--- config.mk ---
export PLATFORM = sky130hd
export DESIGN_NAME = karatsuba_overlap_pipe
export DESIGN_NICKNAME = d
export VERILOG_FILES = /design/src/rtl/karatsuba_overlap_pipe.sv
export SDC_FILE = /design/constraint.sdc
export NUM_CORES = 1
export LEC_CHECK = 0
export CAP_MARGIN = 20
export CORE_MARGIN = 2
export CORE_UTILIZATION = 45
export DETAILED_ROUTE_END_ITERATION = 16
export DONT_BUFFER_PORTS = 1
export GPL_ROUTABILITY_DRIVEN = 1
export PLACE_DENSITY_LB_ADDON = 0.25
export REMOVE_ABC_BUFFERS = 1
export SYNTH_ARGS = -nofsm -noshare
export SYNTH_HDL_FRONTEND = slang
export SYNTH_SLANG_ARGS = --single-unit
--- constraint.sdc ---
create_clock -name clk -period 15 [get_ports clk]
set_clock_uncertainty 0.05 [all_clocks]
set_input_delay 3 -clock clk [delete_from_list [all_inputs] [get_ports clk]]
set_output_delay 3 -clock clk [all_outputs]
set_load 0.005 [all_outputs]
--- src/rtl/karatsuba_overlap_pipe.sv ---
// rtl/karatsuba_overlap_pipe.sv - Karatsuba GF(2) recombination stage with 2-deep valid/ready pipeline
//
// Purpose:
//   Takes the three half-width carry-less partial products of one Karatsuba
//   level (lo = a0*b0, mid, hi = a1*b1). It optionally corrects the middle
//   term, then overlap-XORs them into a single 2N-1 bit carry-less product:
//     prod = lo ^ (mid_c << N/2) ^ (hi << N)
//   Stage 1 registers lo / corrected mid / hi. Stage 2 registers the
//   overlapped product. Both stages use full valid/ready backpressure, and
//   the stage sustains one product per cycle.
//
// Ports:
//   clk        rising-edge clock
//   rst        asynchronous, active-high reset
//   in_valid   partial-product set presented
//   in_ready   stage can accept the set this cycle (combinational from out_ready)
//   in_mode    0: in_mid already corrected, 1: in_mid is raw (a0^a1)(b0^b1)
//   in_lo      low product  a0*b0           (N-1 bits)
//   in_mid     middle product               (N-1 bits)
//   in_hi      high product a1*b1           (N-1 bits)
//   out_valid  product valid
//   out_ready  downstream accepts
//   out_prod   carry-less product           (2N-1 bits)
//   prod_count number of products accepted downstream (wraps)
//
// N must be even and >= 4.

module karatsuba_overlap_pipe #(
  parameter int N     = 64,
  parameter int CNT_W = 16
) (
  input  logic             clk,
  input  logic             rst,
  input  logic             in_valid,
  output logic             in_ready,
  input  logic             in_mode,
  input  logic [N-2:0]     in_lo,
  input  logic [N-2:0]     in_mid,
  input  logic [N-2:0]     in_hi,
  output logic             out_valid,
  input  logic             out_ready,
  output logic [2*N-2:0]   out_prod,
  output logic [CNT_W-1:0] prod_count
);

  localparam int H  = N / 2;
  localparam int OW = 2 * N - 1;

  logic             r_s1_valid;
  logic [N-2:0]     r_s1_lo;
  logic [N-2:0]     r_s1_mid;
  logic [N-2:0]     r_s1_hi;
  logic             r_out_valid;
  logic [OW-1:0]    r_out_prod;
  logic [CNT_W-1:0] r_count;

  logic             w_in_fire;
  logic             w_s2_load;
  logic             w_out_fire;
  logic [N-2:0]     w_mid_c;
  logic [OW-1:0]    w_overlap;

  // Stage 2 refills whenever its slot is empty or being drained this cycle.
  // Stage 1 may therefore accept a new set in the same cycle it hands off,
  // which is what gives one product per cycle without a skid buffer.
  assign w_s2_load  = r_s1_valid && (!r_out_valid || out_ready);
  assign in_ready   = !r_s1_valid || w_s2_load;
  assign w_in_fire  = in_valid && in_ready;
  assign w_out_fire = r_out_valid && out_ready;

  // A raw middle product still contains a0*b0 ^ a1*b1. Removing both leaves
  // the cross terms a0*b1 ^ a1*b0.
  assign w_mid_c = in_mode ? (in_mid ^ in_lo ^ in_hi) : in_mid;

  // Zero-extend each N-1 bit term to 2N-1 bits before shifting. Bits that a
  // term does not cover then contribute 0 to the XOR.
  always_comb begin
    w_overlap = {{N{1'b0}}, r_s1_lo};
    w_overlap = w_overlap ^ ({{N{1'b0}}, r_s1_mid} << H);
    w_overlap = w_overlap ^ ({{N{1'b0}}, r_s1_hi} << N);
  end

  always_ff @(posedge clk or posedge rst) begin
    if (rst) begin
      r_s1_valid <= 1'b0;
      r_s1_lo    <= '0;
      r_s1_mid   <= '0;
      r_s1_hi    <= '0;
    end else if (w_in_fire) begin
      r_s1_valid <= 1'b1;
      r_s1_lo    <= in_lo;
      r_s1_mid   <= w_mid_c;
      r_s1_hi    <= in_hi;
    end else if (w_s2_load) begin
      r_s1_valid <= 1'b0;
    end
  end

  always_ff @(posedge clk or posedge rst) begin
    if (rst) begin
      r_out_valid <= 1'b0;
      r_out_prod  <= '0;
    end else if (w_s2_load) begin
      r_out_valid <= 1'b1;
      r_out_prod  <= w_overlap;
    end else if (out_ready) begin
      r_out_valid <= 1'b0;
    end
  end

  always_ff @(posedge clk or posedge rst) begin
    if (rst) begin
      r_count <= '0;
    end else if (w_out_fire) begin
      r_count <= r_count + CNT_W'(1);
    end
  end

  assign out_valid  = r_out_valid;
  assign out_prod   = r_out_prod;
  assign prod_count = r_count;

endmodule

# --- Word-level counts from Yosys, hierarchy flattened ---
# Cells that the tools add are included.
op_classes:
  n_addsub: 1
  n_mux: 5
  bitwise_logic: 4
  reduce_logical: 9
op_table:
  columns: ["op", "count"]
  rows:
  - ["XOR 95 x 127 -> 127 bit", 1]
  - ["XOR 63 bit", 2]
  - ["XOR 63 x 95 -> 95 bit", 1]
  - ["two-way mux 63 bit", 1]
  - ["adder 16 x 1 -> 16 bit (second input constant)", 1]
  - ["two-way mux 1 bit", 4]
  - ["nonzero test 2 bit", 2]
  - ["logical AND 1 bit", 3]
  - ["logical NOT 1 bit", 2]
  - ["logical OR 1 bit", 2]
word_totals:
  reg_bits: 334
  in_bits: 194
  wordCells: 26

# --- Longest topological paths before layout ---
logic_depth:
  depth_word: 6
  ltp_mapped: 6

# --- Least setup slack after synthesis ---
# Ideal clock, no wire load.
synth_path:
  path_kind: "input port to output port"
  startpoint: "input port out_ready"
  endpoint: "output port in_ready"
  arrival_ps: 3156
  required_ps: 11950
  slack_ps: 8794
  path_stages: 1
  path_buffers: 0
  cell_sequence: "nand3b_4"
synth_between:
  elab_chain_len: 3
synth_rtl:
  columns: ["item", "line", "rtl"]
  rows:
  - ["start, declared", "41", "input logic out_ready,"]
  - ["logical OR 1 bit", "66", "assign w_s2_load = r_s1_valid && (!r_out_valid || out_ready);"]
  - ["logical AND 1 bit", "66", null]
  - ["logical OR 1 bit", "67", "assign in_ready = !r_s1_valid || w_s2_load;"]
  - ["end, declared", "35", "output logic in_ready,"]
# No other way between the ends.

# --- Worst setup path in the final report ---
# Ends and elaborated chain as after synthesis.

==> impl_metrics.toml <==
[synthesis]
synth-seq-cells = 334
synth_area_per_cell_um2 = 13.1
ys_warn_count = 0
ys_types = 28
synth.largest_area_cell = "dfrtp_1"
synthMuxAreaShare = 0.180
yosys-top-cells-area = "dfrtp_1, mux2_4, xor2_1, nand2_1, mux2_2"
synth_top_area_share = 0.564
synthAdderAreaFrac = 0.000844
synth_cells = 1132
synth_top_family_by_area = "multiplexers"
synthXorXnorAreaFrac = 0.120
synth-simple-area-share = 0.0613
yosysSeqAreaShare = 0.564
synth_compound_area_frac = 0.0422
syn_area_um2 = 14800

[drt]
drc = 0
vias = 7804
routed_via_density = 4.92
dr.first_iter.drc_count = 325
drt-wirelength-per-cell_um = 18.3
first_pass_iters = 4
wl_um = 29000
ant_nets = 0

[sta]
slew_headroom = 0.331
min_period_over_period = 0.416
finalSetupViolCount = 0
fmax_mhz = 160
drv_slew = 0
min_period_ns = 6.23
worst_slack_ns = 8.77
tns_ns = 0
whs_ns = 0.438
hold_viol_final = 0
tightest_slew_ns = 1.00
rsz0062_at_grt = "false"

[power_and_ir_drop]
p_per_area_nw_per_um2 = 152
peakVddDrop_uv = 76.6
leakagePower_nw = 7.32
pwr-share-comb = 0.144
p_total_mw = 2.45
p_seq_frac = 0.513
internal-power_mw = 1.81
switching_share = 0.262
pwr-share-clk = 0.343
p_switching_mw = 0.642

[global_routing]
track_usage = 0.166
grt_max_degree = 145
antenna_found_initial = 0
grt_pass1_wl_um = 45000
grt_pass1_vias = 8060
grt-ovfl-total = 0

[worst_setup_path]
critPathKind = "in -> out"
crit_family = "simple AND/OR/NAND/NOR gates"
crit_cells = 1
path_max_fanout = 5
cp_cell_sequence = "nand3b_4"
cp.arrival_ns = 3.18
startpoint = "out_ready"
crit_buf_inv = 0
reg2regPathDepth = 5
reg2reg_slack_ns = 11.38
endpoint_kind = "primary output"
crit_slowest_cell = "nand3b_4"
r2r_start = "out_valid"
cp.required_ns = 11.95
critPathLaunchType = "input pin"
max_stage_delay_ns = 0.18
cp-endpoint = "in_ready"
rr_endpoint = "r_s1_lo[48]"

[clocking]
cts_setup_buffers = 0
cts_hold_buffers = 0
cts_root_buffer = "clkbuf_16"
cts_made_buffers = 37
cts_tree = "yes"
cts_resized = 0
clock_latency_ns = 0.49
clk_pin_slew_ns = 0.06
clk_path_buf_depth = 3
cts.htree.levels = 2
cts.sinks = 334

[place]
place_area_um2 = 15000
portBuffers = 0
gp_congestion = 0.739
dp_cells = 1526
dp_slack_ns = 8.76
dp_hpwl_um = 19100

[job]
drv_cap = 0

[cells_and_area]
num-fill-cells = 2855
fin_cells = 1586
fin_util = 0.497
final_nets = 1319
diodes = 0
final_area_um2 = 16100
multiInputGateArea_um2 = 6020
drive_above_1_share = 0.225
syn2layout_area_growth_pct = 8.84
seqCellArea_um2 = 8360

[die]
initial_core_util = 0.457
die_h_um = 186
core_area_um2 = 32500
row_count = 66
die_w_um = 186
dieArea_um2 = 34400
io_pins = 339

[status]
outcome = "finished clean"

[min_path]
hold_path_class = "reg -> reg"
## layout make-up
class,instances,share of cell area
Tap cell,442,0.0343
Clock inverter,3,0.00116
Clock buffer,56,0.0686
Timing Repair Buffer,7,0.00450
Inverter,1,0.000698
Multi-Input combinational cell,743,0.373
Sequential cell,334,0.518
## layout by cell type (no fill, tap or decap)
master / netlist / routed
and2_1: 1 / 1
and3_1: 1 / 1
and4_1: 1 / 1
and4_2: 1 / 1
buf_16: 0 / 1
buf_4: 4 / 6
clkbuf_1: 15 / 8
clkbuf_16: 0 / 37
clkbuf_8: 0 / 11
clkinv_2: 0 / 2
clkinv_4: 0 / 1
dfrtp_1: 334 / 334
ha_1: 1 / 1
inv_8: 0 / 1
mux2_2: 56 / 56
mux2_4: 136 / 136
nand2_1: 196 / 196
nand2_8: 0 / 2
nand2b_1: 3 / 3
nand3_1: 3 / 3
nand3_2: 1 / 1
nand3b_4: 1 / 1
nand4_1: 4 / 4
nor2_1: 5 / 5
nor3_1: 2 / 2
o21ai_0: 125 / 125
or2_2: 1 / 1
xnor2_1: 71 / 71
xor2_1: 132 / 132
## worst min-delay path, stage by stage, from the launching register on
cell	delay, ns
dfrtp_1	0.34
nand2_1	0.05
o21ai_0	0.06
## synthesized netlist by cell type
library cell,number
nor2_1,5
or2_2,1
nor3_1,2
buf_12,11
ha_1,1
nand4_1,4
dfrtp_1,334
o21ai_0,125
buf_2,17
nand3b_4,1
buf_4,4
nand3_2,1
nand3_1,3
and4_2,1
mux2_2,56
xnor2_1,71
nand2_4,1
nand2b_1,3
mux2_4,136
and4_1,1
xor2_1,132
clkbuf_1,15
and3_1,1
buf_6,7
inv_1,1
nand2_2,1
and2_1,1
nand2_1,196
## state kept, by name, summed over array words and instances, names as in the netlist
signal      count
prod_count     16
r_s1_lo        63
out_valid       1
r_s1_hi        63
out_prod      127
r_s1_valid      1
r_s1_mid       63
## power by group through the flow
stage	logic, mW	clock network [mW]	registers [mW]
after floorplan	0.321	0	1.22
after global placement	0.347	0	1.27
after detailed placement	0.358	0	1.28
after CTS	0.359	0.868	1.26
after global routing	0.396	0.910	1.29
final	0.352	0.842	1.26
## cell families (layout without fill, tap and decap cells)
group | after synthesis | count (layout)
AND/OR/NAND/NOR | 222 | 222
multiplexers | 192 | 192
adder cells (fa/ha/maj) | 1 | 1
AO/OA/AOI/OAI | 125 | 125
flip-flops | 334 | 334
buffers and inverters | 55 | 67
XOR/XNOR | 203 | 203
## worst min-delay path by stage
stage | from | end | slack (ns) | cells after the start
floorplan | r_s1_mid[31] | r_s1_mid[31] | 0.40 | 2
global placement | r_s1_mid[31] | r_s1_mid[31] | 0.42 | 2
global route | r_s1_mid[2] | r_s1_mid[2] | 0.47 | 2
detailed placement | r_s1_mid[31] | r_s1_mid[31] | 0.43 | 2
CTS | r_s1_mid[31] | r_s1_mid[31] | 0.45 | 2
finish | r_s1_mid[31] | r_s1_mid[31] | 0.44 | 2
## layer usage
layer  share of wire  track usage
met2            0.46        0.259
met1            0.41        0.212
met5               0            0
met4           0.021       0.0466
met3            0.11       0.0712
(Power assumes the default switching activity.)
